<file path="src/rtl/cache_data_array.sv">
// ---------------------------------------------------------------------------
// cache_data_array
//
// Data storage for a set-associative cache. It holds WAYS*SETS lines of DW
// bits, with one valid bit per line. It provides byte-enabled writes, reads
// with a 1-cycle registered latency, and a background flush that invalidates
// one set per cycle.
//
// Parameters
//   DW    line width in bits (multiple of 8, >= 8)
//   SETS  sets per way (power of two, >= 2)
//   WAYS  number of ways (power of two, >= 1)
//
// Ports
//   clk            clock; all state updates on the rising edge
//   rst            asynchronous, active-low reset
//   rd_en          read request (ignored while busy)
//   rd_set/rd_way  read index
//   rd_data        registered read data; holds its value when rd_vld=0
//   rd_vld         rd_data/rd_line_valid belong to the read accepted last cycle
//   rd_line_valid  valid bit of the line that was read
//   wr_en          write request (ignored while busy)
//   wr_set/wr_way  write index
//   wr_be          byte enables; bit i covers wr_data[8i+7:8i]
//   wr_data        write data
//   flush_req      one-cycle pulse that starts invalidation of all lines
//   busy           a flush is in progress
//
// Configuration
//   CACHE_DATA_ARRAY_BYPASS_EN  when defined, a read and a write to the same
//                               line in the same cycle return the merged
//                               (post-write) line. When undefined, the read
//                               returns the pre-write line.
// ---------------------------------------------------------------------------
module cache_data_array #(
  parameter int DW   = 128,
  parameter int SETS = 8,
  parameter int WAYS = 2,
  localparam int SW  = $clog2(SETS),
  localparam int WW  = (WAYS > 1) ? $clog2(WAYS) : 1,
  localparam int BW  = DW / 8
) (
  input  logic          clk,
  input  logic          rst,
  input  logic          rd_en,
  input  logic [SW-1:0] rd_set,
  input  logic [WW-1:0] rd_way,
  output logic [DW-1:0] rd_data,
  output logic          rd_vld,
  output logic          rd_line_valid,
  input  logic          wr_en,
  input  logic [SW-1:0] wr_set,
  input  logic [WW-1:0] wr_way,
  input  logic [BW-1:0] wr_be,
  input  logic [DW-1:0] wr_data,
  input  logic          flush_req,
  output logic          busy
);

  localparam int LINES = WAYS * SETS;
  localparam int LW    = $clog2(LINES);

  // Parameter checks at elaboration time.
  if (DW < 8 || (DW % 8) != 0) begin : g_bad_dw
    $error("cache_data_array: DW must be a multiple of 8 and at least 8");
  end
  if (SETS < 2 || (SETS & (SETS - 1)) != 0) begin : g_bad_sets
    $error("cache_data_array: SETS must be a power of two and at least 2");
  end
  if (WAYS < 1 || (WAYS & (WAYS - 1)) != 0) begin : g_bad_ways
    $error("cache_data_array: WAYS must be a power of two and at least 1");
  end

  typedef enum logic {IDLE, FLUSH} state_t;

  // Both dimensions are powers of two, so the line number is {way, set}.
  // With a single way, the way bit is dropped.
  function automatic logic [LW-1:0] line_idx(input logic [SW-1:0] set,
                                             input logic [WW-1:0] way);
    if (WAYS > 1) return LW'({way, set});
    else          return LW'(set);
  endfunction

  logic [DW-1:0]    mem [LINES];
  logic [LINES-1:0] valid;
  state_t           state, state_nxt;
  logic [SW-1:0]    cnt;

  logic          rd_acc, wr_acc, wr_any;
  logic [LW-1:0] rd_idx, wr_idx;
  logic [DW-1:0] rd_data_nxt;
  logic          rd_lv_nxt;

  assign busy   = (state == FLUSH);
  assign rd_acc = rd_en & ~busy;
  assign wr_acc = wr_en & ~busy;
  assign wr_any = wr_acc & (|wr_be);
  assign rd_idx = line_idx(rd_set, rd_way);
  assign wr_idx = line_idx(wr_set, wr_way);

  // ---------------------------------------------------------------------
  // Flush FSM
  // ---------------------------------------------------------------------
  always_ff @(posedge clk or negedge rst) begin
    // NOTE: state elements use non-blocking assignments so every flop samples
    // pre-edge values, independent of the order of the always blocks.
    if (!rst) state <= IDLE;
    else      state <= state_nxt;
  end

  always_comb begin
    // NOTE: give every always_comb output a default first. Any path that
    // leaves an output unassigned would infer a latch.
    state_nxt = state;
    unique case (state)
      IDLE:  if (flush_req)               state_nxt = FLUSH;
      FLUSH: if (cnt == SW'(SETS - 1))    state_nxt = IDLE;
      default:                            state_nxt = IDLE;
    endcase
  end

  // The set counter wraps to 0 after SETS-1 because SETS is a power of two.
  always_ff @(posedge clk or negedge rst) begin
    if (!rst)                           cnt <= '0;
    else if (state == IDLE && flush_req) cnt <= '0;
    else if (state == FLUSH)             cnt <= cnt + SW'(1);
  end

  // ---------------------------------------------------------------------
  // Valid bits: cleared by reset and by flush, set by a non-empty write.
  // A flush and an accepted write never coincide, because writes are
  // ignored while busy.
  // ---------------------------------------------------------------------
  always_ff @(posedge clk or negedge rst) begin
    if (!rst) begin
      valid <= '0;
    end else if (busy) begin
      for (int w = 0; w < WAYS; w++) valid[line_idx(cnt, WW'(w))] <= 1'b0;
    end else if (wr_any) begin
      valid[wr_idx] <= 1'b1;
    end
  end

  // ---------------------------------------------------------------------
  // Line storage
  // ---------------------------------------------------------------------
  // NOTE: the data array has no reset. The valid bits alone decide what a
  // read returns, and leaving the array unreset lets it map onto RAM.
  always_ff @(posedge clk) begin
    if (wr_acc) begin
      for (int b = 0; b < BW; b++) begin
        if (wr_be[b]) mem[wr_idx][8*b +: 8] <= wr_data[8*b +: 8];
      end
    end
  end

  // ---------------------------------------------------------------------
  // Read path. An invalid line reads back as all-zero.
  // ---------------------------------------------------------------------
  always_comb begin
    rd_lv_nxt   = valid[rd_idx];
    rd_data_nxt = valid[rd_idx] ? mem[rd_idx] : '0;
`ifdef CACHE_DATA_ARRAY_BYPASS_EN
    if (wr_any && (wr_idx == rd_idx)) begin
      for (int b = 0; b < BW; b++) begin
        if (wr_be[b]) rd_data_nxt[8*b +: 8] = wr_data[8*b +: 8];
      end
      rd_lv_nxt = 1'b1;
    end
`endif
  end

  always_ff @(posedge clk or negedge rst) begin
    if (!rst) begin
      rd_vld        <= 1'b0;
      rd_data       <= '0;
      rd_line_valid <= 1'b0;
    end else begin
      rd_vld <= rd_acc;
      if (rd_acc) begin
        rd_data       <= rd_data_nxt;
        rd_line_valid <= rd_lv_nxt;
      end
    end
  end

endmodule

</file>
<file path="config.mk">
export PLATFORM = sky130hd
export DESIGN_NAME = cache_data_array
export DESIGN_NICKNAME = d
export VERILOG_FILES = /design/src/rtl/cache_data_array.sv
export SDC_FILE = /design/constraint.sdc
export NUM_CORES = 2
export LEC_CHECK = 0
export ABC_AREA = 1
export ABC_CLOCK_PERIOD_IN_PS = 2500
export CORE_AREA = 2 2 524 526
export CTS_BUF_LIST = sky130_fd_sc_hd__clkbuf_2 sky130_fd_sc_hd__clkbuf_4 sky130_fd_sc_hd__clkbuf_8
export DETAILED_ROUTE_END_ITERATION = 6
export DIE_AREA = 0 0 526 528
export GPL_TIMING_DRIVEN = 0
export RECOVER_POWER = 50
export SLEW_MARGIN = 20
export SYNTH_ARGS = -nofsm -noshare
export SYNTH_HDL_FRONTEND = slang
export SYNTH_SLANG_ARGS = --single-unit
</file>
<file path="constraint.sdc">
create_clock -name clk -period 2.5 [get_ports clk]
set_input_delay 0.25 -clock clk [delete_from_list [all_inputs] [get_ports clk]]
set_output_delay 0.25 -clock clk [all_outputs]
set_load 0.02 [all_outputs]
</file>
Word-level counts from Yosys, hierarchy flattened
Memories as Yosys holds them, arrays and structs flattened.
Index checks and enable logic that the tools add are counted.
- bits in read-only memories: 0
- bits in latches: 0
- bits in writable memories: 2048
- flip-flop bits (word level): 150
- memories kept: 1
- input bits: 157
- output and inout bits: 131
- logic and storage cells: 98
- memory list (memory ; words ; width ; rd ports ; clocked after Yosys merged registers in ; wr ports ; RTL line ; RTL):
    mem ; 16 ; 128 ; 1 ; 0 ; 1 ; 84 ; logic [DW-1:0] mem [LINES];
- shift operators: 0
- multipliers: 0
- bitwise logic cells: 9
- equality and inequality tests: 1
- order comparisons: 7
- divide/modulo/power cells: 0
- reductions and logical operators: 7
- mux-type cells: 66
- add/subtract/negate cells: 1
- operators by type and width (kind ; number):
    $mux W128 ; 1
    $mux W1 ; 54
    $and A16 B16 Y16 ; 2
    $mux W16 ; 2
    $not A16 Y16 ; 2
    $lt A4 B5 Y1 const B ; 4
    $or A16 B16 Y16 ; 1
    $reduce_or A16 Y1 ; 1
    $demux W1 S4 ; 3
    $ge A4 B1 Y1 const B ; 3
    $mux W4 ; 2
    $mux W3 ; 2
    $bmux W1 S4 ; 1
    $logic_and A1 B1 Y1 ; 4
    $reduce_bool A2 Y1 ; 2
    $add A3 B1 Y3 const B ; 1
    $and A1 B1 Y1 ; 3
    $eq A3 B3 Y1 const B ; 1
    $pmux W1 S2 ; 1
    $not A1 Y1 ; 1

Longest topological paths before layout
- depth after elaboration: 9
- mapped depth: 13
- depth with buffers taken out: 9

Worst setup path after synthesis
OpenSTA, ideal clock, no wires.
- path kind: reg2reg
- start: register state (netlist: busy)
- end: memory mem[10][104] (enable)
- setup slack: 413 ps
- data required time: 2130 ps
- setup time: 370 ps
- arrival time: 1717 ps
- period minus slack after synthesis: 2087 ps
- stages on the path, launching flop included: 7
- buffers on the path: 3
- cell sequence: dfrtp_1 -> buf_2 -> nor2_1 -> buf_2 -> nand2_1 -> clkbuf_1 -> nor2_1
- cells in the longest elaborated chain, start to end: 4
- ends and longest elaborated chain (element ; RTL line ; RTL):
    from (decl) ; 86 ; state_t state, state_nxt;
    from (signal assigned) ; 108 ; else state <= state_nxt;
    $not A1 Y1 ; 96 ; assign wr_acc = wr_en & ~busy;
    $and A1 B1 Y1 ; 96 ;
    $mux W1 ; 150 ; if (wr_acc) begin
    $mux W1 (implied by the code) ; 152 ; if (wr_be[b]) mem[wr_idx][8*b +: 8] <= wr_data[8*b +: 8];
    to (decl) ; 84 ;
Every way passes these cells.

Final worst setup path
- start: input wr_set[0]
- end: memory mem[8][121] (enable)
- RTL lines (element ; RTL line ; RTL):
    from (decl) ; 52 ; input logic [SW-1:0] wr_set,
Straight into the memory's write port.

==> impl_metrics.csv <==
group,metric,value,unit
outcome,status,"finished, violations left",
outcome,violations,"DRC, setup timing",
power,power.leakage,47.8,nW
place,dpl_cell_area,103000,sq um
flow_run,drv_cap,0,
worst_setup_path,worst-setup-path-type,"in2reg",
drt,totalWireLength,328000,um
layout,nNetsFinal,10200,
place,place.gp.congestion,0.902,
timing,hold_viol,0,
timing,rsz0062_at_grt,"yes",
global_route,grt_use_met3,0.0582,
power,combPwrFrac,0.122,
layout,final_common_cell,"nand2_1",
power,p_clk_frac,0.386,
timing,finalSetupViolations,333,
worst_setup_path,path_cells,"clkdlybuf4s50_1, or2_2, nor2_1, inv_1, clkbuf_2, buf_16, nor2_4, buf_12",
drt,vias_per_cell,4.99,
cts,cts_buffers,383,
timing,final-max-slew-violation-count,0,
drt,drc,8,
timing,fmax,0.370,GHz
worst_setup_path,crit_path_start_kind,"input pin",
timing,setup_ws,-0.203,ns
place,port_buffers,285,
layout,synthToLayoutAreaGrowth,19.3,%
global_route,antenna_found_initial,58,
cts,cts_max_level,5,
worst_setup_path,cp_num_buf_inv,5,
yosys,synth_area,94800,sq um
yosys,synth_cell_type_count,24,
yosys,synthMuxAreaShare,0,
yosys,yosys.area.top_type,"edfxtp_1",
timing,worstMarginPinSlew,1.26,ns
worst_setup_path,critPathArrivalTime,3.48,ns
drt,drtIter0Drc,9107,
global_route,grt_first_pass_wirelength,462000,um
floorplanning,die_width,526,um
yosys,synthAdderAreaFrac,0.000264,
layout,mostFrequentLayoutCells,"2992 x nand2_1, 2048 x edfxtp_1, 1654 x nand3_1",
floorplanning,die_area,278000,sq um
worst_setup_path,crit_fanout,8,
global_route,grt_max_degree,74,
cts,clk_pin_slew,0.06,ns
yosys,synth.area.top_cells,"edfxtp_1 65%, nand2_1 12%, nand3_1 8.7%",
drt,dr.pass1.iters,7,
power,p_per_area,750,nW/um^2
yosys,synth_xor_area_frac,0,
power,pwr-share-seq,0.492,
cts,cts-root-buf,"clkbuf_8",
yosys,synth-seq-cells,2198,
drt,ant_nets,0,
drt,vias,69600,
global_route,overflow,0,
yosys,ys_seq_area_frac,0.688,
worst_setup_path,r2r_slack,-0.16,ns
yosys,synth_area_per_cell,10.2,sq um
worst_setup_path,critical_path_depth,8,
power,p_int,62.2,mW
floorplanning,design.core.area,272000,sq um
timing,period_share,1.08,
timing,hold_slack,0.114,ns
yosys,syn-instance-count,9271,
worst_setup_path,rr_worst_depth,5,
layout,drive_gt1_frac,0.136,
floorplanning,row_count,192,
worst_setup_path,timing.rr.end,"mem[2][8]",
yosys,synth_top_family_by_area,"simple AND/OR/NAND/NOR gates",
global_route,grt_pass1_vias,65500,
yosys,synth_compound_area_frac,0.00136,
power,p_sw,22.7,mW
worst_hold_path,holdCritStartpoint,"rd_set[0]",
worst_setup_path,slowest_delay,0.90,ns
cts,cts_tree,"built",
cts,clockBufferDepth,4,
yosys,synth_top_area_frac,0.649,
global_route,grt_busiest_layer,"met2",
yosys,yosys.area_share.simple,0.220,
power,p_sw_frac,0.267,
timing,slew_headroom,0.160,
cts,cts.sinks,2198,
yosys,ys_warn_count,0,
timing,min_period,2.70,ns
worst_setup_path,setup.worst_path.start,"wr_set[0]",
worst_setup_path,required,3.28,ns
floorplanning,die_h,528,um
floorplanning,start_util,0.348,
worst_hold_path,hold_path.class,"in2reg",
cts,worst_skew_pair.late_latency,1.09,ns
worst_setup_path,cp-end-kind,"flip-flop",
timing,skew,0.0783,ns
worst_setup_path,crit_end,"mem[8][121]",
power,vdd_drop_max,0.466,mV
place,dp_hpwl,227000,um
worst_setup_path,cpMaxStageDelayCell,"inv_1",
global_route,met1_usage,0.305,
worst_setup_path,crit_family,"buffers and inverters",
global_route,grtUsageTotal,0.231,
floorplanning,io_pins,288,
layout,finish.instance_area,113000,sq um
layout,fill_cells,25800,
drt,routedWlPerCell,23.6,um
worst_setup_path,r2r-start,"busy",
global_route,grt_use_met2,0.350,
yosys,synth_nets,9430,
[layer usage]
metal	vias to the layer above	routed length, um
li1	31600	-
met1	33200	128000
met2	4111	144000
met3	762	37700
met4	30	18700
met5	-	195
[power by group through the flow]
stage / Sequential [mW] / Clock (mW) / Combinational (mW)
finish: 41.7 / 32.8 / 10.3
global placement: 42.5 / 0 / 9.66
floorplan: 43.2 / 0 / 3.88
detailed placement: 42.5 / 0 / 9.86
CTS: 41.8 / 33.0 / 10.3
global route: 41.8 / 34.7 / 11.0
[worst min path at each step]
stage,slack (ns),end,cells past startpoint
final,0.11,rd_line_valid,9
after global routing,0.10,busy,3
after CTS,0.008,mem[3][127],1
after detailed placement,0.13,rd_data[21],1
after global placement,0.47,rd_data[94],2
after floorplan,-0.05,busy,0
[cell usage after synthesis, drive strengths merged]
| library cell | number |
|---|---|
| dfrtp | 150 |
| nor3 | 1 |
| edfxtp | 2048 |
| nand4 | 1 |
| o22ai | 11 |
| a21oi | 5 |
| ha | 2 |
| clkbuf | 106 |
| nand3 | 1677 |
| o21ai | 7 |
| clkinv | 1 |
| inv | 1567 |
| buf | 400 |
| nand2 | 3013 |
| nor2 | 280 |
| nand3b | 1 |
| or2 | 1 |
[flip-flops by register name, indices dropped and copies added, names as in the netlist]
| register | count |
|---|---|
| rd_line_valid | 1 |
| rd_vld | 1 |
| valid | 16 |
| rd_data | 128 |
| mem | 2048 |
| cnt | 3 |
| busy | 1 |
[timing repair]
action	CTS	global route
buffers inserted	82	3
pin swaps	63	3
hold buffers	4	0
gates resized for setup	450	56
endpoints found under the hold margin	159	0
setup endpoints to repair	2102	577
[per-stage QoR]
stage	instances	setup slack (ns)	setup TNS, ns	power, mW	utilization
final	13900	-0.203	-19.69	84.9	0.415
after global routing	13900	-0.169	-10.77	87.5	0.415
after CTS	13900	-0.132	-8.64	85.1	0.415
after detailed placement	13200	-1.55	-2144.41	52.4	0.377
after global placement	13100	-6.51	-3938.87	52.1	0.375
after floorplan	9271	0.413	0	47.1	-
[tightest hold or removal path, cell delays in order]
cell	delay (ns)
buf_6	0.12
nand2_1	0.06
nand3_1	0.08
nand3_1	0.07
nand3_1	0.10
nand2_2	0.12
buf_2	0.23
nand2_1	0.09
nand2_1	0.05
[area by class of cell]
cell class	count	area, sq um	area share
Multi-Input combinational cell	4999	22600	0.199
Sequential cell	2198	65300	0.577
Clock buffer	529	6530	0.0577
Inverter	1568	5890	0.0520
Buffer	506	2860	0.0253
Tap cell	3589	4490	0.0397
Antenna cell	17	42.5	0.000376
Timing Repair Buffer	394	4620	0.0408
Clock inverter	139	891	0.00787
[cells by family after synthesis]
logic type | after synthesis
simple gates | 4974
buf+inv | 2074
flops | 2198
fa+ha+maj | 2
compound gates | 23
No activity file was read; power rests on OpenSTA's default activity.
